--- config.mk ---
export PLATFORM = sky130hd
export DESIGN_NAME = detector_sequencer
export DESIGN_NICKNAME = d
export VERILOG_FILES = /design/src/rtl/seq_pkg.sv /design/src/rtl/seq_counter.sv /design/src/rtl/detector_sequencer.sv
export SDC_FILE = /design/constraint.sdc
export NUM_CORES = 1
export LEC_CHECK = 0
export ABC_CLOCK_PERIOD_IN_PS = 3600
export CAP_MARGIN = 10
export CORE_ASPECT_RATIO = 0.8
export CORE_MARGIN = 3
export CORE_UTILIZATION = 50
export DETAILED_ROUTE_END_ITERATION = 10
export PLACE_DENSITY = 0.82
export SYNTH_ARGS = -nofsm -noshare
export SYNTH_HDL_FRONTEND = slang
export SYNTH_SLANG_ARGS = --single-unit
--- constraint.sdc ---
create_clock -name clk -period 3.6 [get_ports clk]
set_clock_uncertainty 0.2 [all_clocks]
set_input_delay 0.72 -clock clk [delete_from_list [all_inputs] [get_ports clk]]
set_output_delay 0.72 -clock clk [all_outputs]
set_load 0.01 [all_outputs]
--- src/rtl/seq_pkg.sv ---
// Shared definitions for the detector sequencer: widths, state encoding
// and the effective-length helper.
// Ports: none (package).
package seq_pkg;

    localparam int PAT_W = 8;
    localparam int LEN_W = 4;
    localparam int HIT_W = 4;

    typedef enum logic [2:0] {
        ST_IDLE  = 3'd0,
        ST_LOAD  = 3'd1,
        ST_RUN   = 3'd2,
        ST_DRAIN = 3'd3,
        ST_DONE  = 3'd4
    } seq_state_e;

    // A zero length or anything beyond the pattern width runs all bits.
    function automatic logic [LEN_W-1:0] eff_len(
        input logic [LEN_W-1:0] len_in
    );
        if (len_in == '0 || len_in > LEN_W'(PAT_W)) begin
            return LEN_W'(PAT_W);
        end
        return len_in;
    endfunction

endpackage

--- src/rtl/seq_counter.sv ---
// Bit-index and hit counter for the detector sequencer.
// Ports: clk, reset (sync, active-high); i_clear restarts both counters;
//   i_advance steps the bit index; i_sample/i_z count z=1 samples;
//   i_len effective length; o_idx bit index; o_last index is len-1;
//   o_hits saturating hit count.
module seq_counter
    import seq_pkg::*;
(
    input  logic             clk,
    input  logic             reset,
    input  logic             i_clear,
    input  logic             i_advance,
    input  logic             i_sample,
    input  logic             i_z,
    input  logic [LEN_W-1:0] i_len,
    output logic [LEN_W-1:0] o_idx,
    output logic             o_last,
    output logic [HIT_W-1:0] o_hits
);

    logic [LEN_W-1:0] r_idx;
    logic [HIT_W-1:0] r_hits;

    always_ff @(posedge clk) begin
        if (reset || i_clear) begin
            r_idx <= '0;
        end else if (i_advance) begin
            r_idx <= r_idx + LEN_W'(1);
        end
    end

    // A run never yields more than PAT_W samples; the cap is a guard.
    always_ff @(posedge clk) begin
        if (reset || i_clear) begin
            r_hits <= '0;
        end else if (i_sample && i_z &&
                     r_hits < HIT_W'(PAT_W)) begin
            r_hits <= r_hits + HIT_W'(1);
        end
    end

    assign o_idx  = r_idx;
    assign o_last = (r_idx == i_len - LEN_W'(1));
    assign o_hits = r_hits;

endmodule

--- src/rtl/detector_sequencer.sv ---
// Drives a serial pattern into an external Moore detector and counts
// the z=1 samples. Optional z history register: SEQ_ZHIST_EN.
// Ports: clk, reset (sync, active-high); start, pattern, len request a
//   run; w serial bit and det_reset to the detector; z detector output;
//   busy, done status; hits count; z_hist sample history.
module detector_sequencer
    import seq_pkg::*;
(
    input  logic             clk,
    input  logic             reset,
    input  logic             start,
    input  logic [PAT_W-1:0] pattern,
    input  logic [LEN_W-1:0] len,
    output logic             w,
    output logic             det_reset,
    input  logic             z,
    output logic             busy,
    output logic             done,
    output logic [HIT_W-1:0] hits,
    output logic [PAT_W-1:0] z_hist
);

    seq_state_e       r_state;
    seq_state_e       w_next;
    logic [PAT_W-1:0] r_pat;
    logic [LEN_W-1:0] r_len;
    logic [LEN_W-1:0] w_idx;
    logic             w_last;
    logic             w_accept;
    logic             w_load;
    logic             w_run;
    logic             w_drain;
    logic             w_sample;

    always_ff @(posedge clk) begin
        if (reset) begin
            r_state <= ST_IDLE;
        end else begin
            r_state <= w_next;
        end
    end

    always_comb begin
        w_next   = r_state;
        w_accept = 1'b0;
        w_load   = 1'b0;
        w_run    = 1'b0;
        w_drain  = 1'b0;
        busy     = 1'b0;
        done     = 1'b0;
        unique case (r_state)
            ST_IDLE: begin
                if (start) begin
                    w_next   = ST_LOAD;
                    w_accept = 1'b1;
                end
            end
            ST_LOAD: begin
                busy   = 1'b1;
                w_load = 1'b1;
                w_next = ST_RUN;
            end
            ST_RUN: begin
                busy  = 1'b1;
                w_run = 1'b1;
                if (w_last) begin
                    w_next = ST_DRAIN;
                end
            end
            ST_DRAIN: begin
                busy    = 1'b1;
                w_drain = 1'b1;
                w_next  = ST_DONE;
            end
            ST_DONE: begin
                done = 1'b1;
                if (start) begin
                    w_next   = ST_LOAD;
                    w_accept = 1'b1;
                end else begin
                    w_next = ST_IDLE;
                end
            end
            default: begin
                w_next = ST_IDLE;
            end
        endcase
    end

    // Pattern is shifted left so the current bit is always the MSB.
    always_ff @(posedge clk) begin
        if (reset) begin
            r_pat <= '0;
            r_len <= LEN_W'(PAT_W);
        end else if (w_accept) begin
            r_pat <= pattern;
            r_len <= eff_len(len);
        end else if (w_run) begin
            r_pat <= {r_pat[PAT_W-2:0], 1'b0};
        end
    end

    // z in RUN cycle k reflects bit k-1; the DRAIN cycle sees the
    // last bit, so cycle 0 of RUN is skipped.
    assign w_sample = (w_run && w_idx != '0) || w_drain;

    seq_counter u_counter (
        .clk       (clk),
        .reset     (reset),
        .i_clear   (w_accept),
        .i_advance (w_run),
        .i_sample  (w_sample),
        .i_z       (z),
        .i_len     (r_len),
        .o_idx     (w_idx),
        .o_last    (w_last),
        .o_hits    (hits)
    );

`ifdef SEQ_ZHIST_EN
    logic [PAT_W-1:0] r_zhist;

    always_ff @(posedge clk) begin
        if (reset || w_accept) begin
            r_zhist <= '0;
        end else if (w_sample) begin
            r_zhist <= {r_zhist[PAT_W-2:0], z};
        end
    end

    assign z_hist = r_zhist;
`else
    assign z_hist = '0;
`endif

    assign w         = w_run & r_pat[PAT_W-1];
    assign det_reset = reset | w_load;

endmodule
==> flow_metrics.tcl <==
set metrics [dict create \
    status "finished clean" \
    drt_iter0_drc 41 \
    grt_pass1_vias 954 \
    routabilityCongestion 0.7765 \
    rr_worst_depth 3 \
    hold-path-cell-count 2 \
    fin_nets 183 \
    detail-route-antenna-nets 0 \
    clkTransAtPathRegs_ps 120 \
    cts_setup_buffers 0 \
    syn_area_um2 1209 \
    async_reset_ff_share_pct 0 \
    cts_resized 0 \
    critPathMaxFanout 11 \
    clk_latency_ps 300 \
    cts_inserted_buffers 3 \
    die_h_um 49.98 \
    place_ws_ps 771.7 \
    p_total_mw 0.5025 \
    ys.flop_type "dfxtp_1" \
    fin_cells 187 \
    timing.final.crit_period_ps 2859 \
    core_area_um2 2233 \
    insertedDiodeCount 0 \
    wl_per_cell_um 12.83 \
    synthMostInstantiatedCell "dfxtp_1" \
    rows 15 \
    syn_inst 143 \
    clock-sinks 23 \
    antenna_found_initial 0 \
    slowest_delay_ps 540 \
    cp.depth 4 \
    fin_area_um2 1435 \
    dp_hpwl_um 1817 \
    cp_slowest_cell "dfxtp_1" \
    layout-drive-gt1-share_pct 7.407 \
    synthDistinctLibCells 37 \
    crit_path_start_kind "flip-flop" \
    ys_seq_area_share_pct 38.10 \
    synth_edf_count 0 \
    arrival_ps 1940 \
    postSynthAreaPerCell_um2 8.452 \
    finalHoldViolCount 0 \
    syn_to_final_growth_pct 18.74 \
    path_delay_family "buffers and inverters" \
    cts_tree "yes" \
    cap_violations 0 \
    cts_root_buf "clkbuf_4" \
    cts_max_level 1 \
    ys.warnings.count 0 \
    setup_ws_ps 741.5 \
    synth.top_cell.area_share_pct 38.10 \
    slew_viol_final 0 \
    drc 0 \
    track_usage_pct 16.36 \
    pin_count 32 \
    worstMarginPinSlew_ps 684.0 \
    p_per_area_nw_per_um2 350.1 \
    clock_path_buffers 2 \
    wirelength_um 2399 \
    vias 1060 \
    fin_setup_tns_ps 0 \
    end_kind "output port" \
    netlist_top_cells_count "dfxtp_1, a21oi_1, nand2_1, buf_4, nor3_1" \
    start_util_pct 54.12 \
    fmax_mhz 349.8 \
    critPathKind "reg -> out" \
    p_leak_nw 0.5215 \
    grt_pass1_wl_um 3933 \
    placed_cells 183 \
    placed_cell_area_um2 1408 \
    cts_hold_buf 0 \
    hp-class "reg -> reg" \
    setup_viol 0 \
    dr.pass1.iters 4 \
    min_period_over_period_pct 79.40 \
    dieArea_um2 3047 \
    path_cells "nor3b_2 -> buf_4 -> and2_1 -> clkdlybuf4s50_1" \
    cp.required_ps 2680 \
    fp.dieW_um 60.97 \
    slew-limit-headroom_pct 53.76 \
    peakVddDrop_v 0.0002550 \
    ys_ff_latch 23 \
    grt_max_degree 18 \
    avgViaCountPerCell 5.668 \
    crit_buf_inv 2 \
    gr-total-overflow 0 \
    rsz0062_at_grt "false" \
    synth_area_leaders "dfxtp_1, a21oi_1, buf_4" \
    synth_area_leader_cell "dfxtp_1" \
    portBuffers 23 \
]
-- cell type report --
type / count / area, µm²
clock inverters: 1 / 5.005
multi-input cells: 104 / 648.1
well taps: 25 / 31.28
fillers: 193 / 798.3
repair buffers: 25 / 245.2
flip-flops and latches: 23 / 460.4
clock buffers: 3 / 22.52
inverters: 6 / 22.52
-- placed cells by master, fill, tap and decap left out, drive strengths merged, types with 4 or more instances in the layout --
cell type and instances:
a21oi 14, nand2 12, nor3 8, nor2 6
ha 4, nand3 7, dfxtp 23, inv 6
o21ai 4, clkdlybuf4s50 23, conb 8, xnor2 5
-- worst paths after layout --
kind                                      end                    start  slack [ps]
max                                         w  r_state[1]$_SDFFE_PP0P_         740
min reg2reg             r_pat[4]$_SDFFE_PP0P_    r_pat[4]$_SDFFE_PP0P_         290
min                     r_pat[4]$_SDFFE_PP0P_    r_pat[4]$_SDFFE_PP0P_         290
max reg2reg  u_counter.o_hits[3]$_SDFFE_PP0P_  r_state[0]$_SDFFE_PP0P_        1770
-- worst register-to-register path, stage by stage (launching register included) --
cell and delay, ps:
dfxtp_1 450, or3b_2 680, nand2b_1 320, nor2_1 90
-- kinds of logic (layout without fill, tap and decap cells) --
| family | after synthesis | count (layout) | synth area share [%] |
|---|---|---|---|
| and+or+nand+nor | 56 | 56 | 27.64 |
| AOI/OAI and AO/OA | 29 | 29 | 14.29 |
| DFF | 23 | 23 | 38.10 |
| buffers and inverters | 23 | 35 | 10.45 |
| xor gates and xnor gates | 7 | 7 | 5.073 |
| adders and majority gates | 4 | 4 | 4.141 |
| other | 1 | 8 | 0.3103 |
-- flip-flops by register name (all words and copies together) (netlist names) --
register and count:
r_len 4, r_pat 8, r_state 3, u_counter.o_hits 4, u_counter.o_idx 4
-- routing by layer --
layer  track usage [%]  up-vias  part of all wire [%]
li1                  -      527                     -
met1             19.65      493                    43
met2             29.54       38                    51
met3             4.712        2                   5.6
met4             1.083        0                  0.50
met5                 0        -                     0
-- through the flow --
stage	utilization [%]	hold slack, ps
finish	64.26	285.7
global route	64.26	302.6
CTS	64.26	284.5
detailed placement	63.03	266.3
global placement	63.03	253.1
floorplan	-	243.3
-- report_power, final --
part	leakage (nW)	internal [mW]	switching, mW	total (mW)
combinational	0.316	0.0517	0.0508	0.103
clock	0.0177	0.0414	0.0752	0.117
sequential	0.188	0.269	0.0142	0.283
total	0.521	0.362	0.140	0.502
Power figures use the tool's default switching activity.
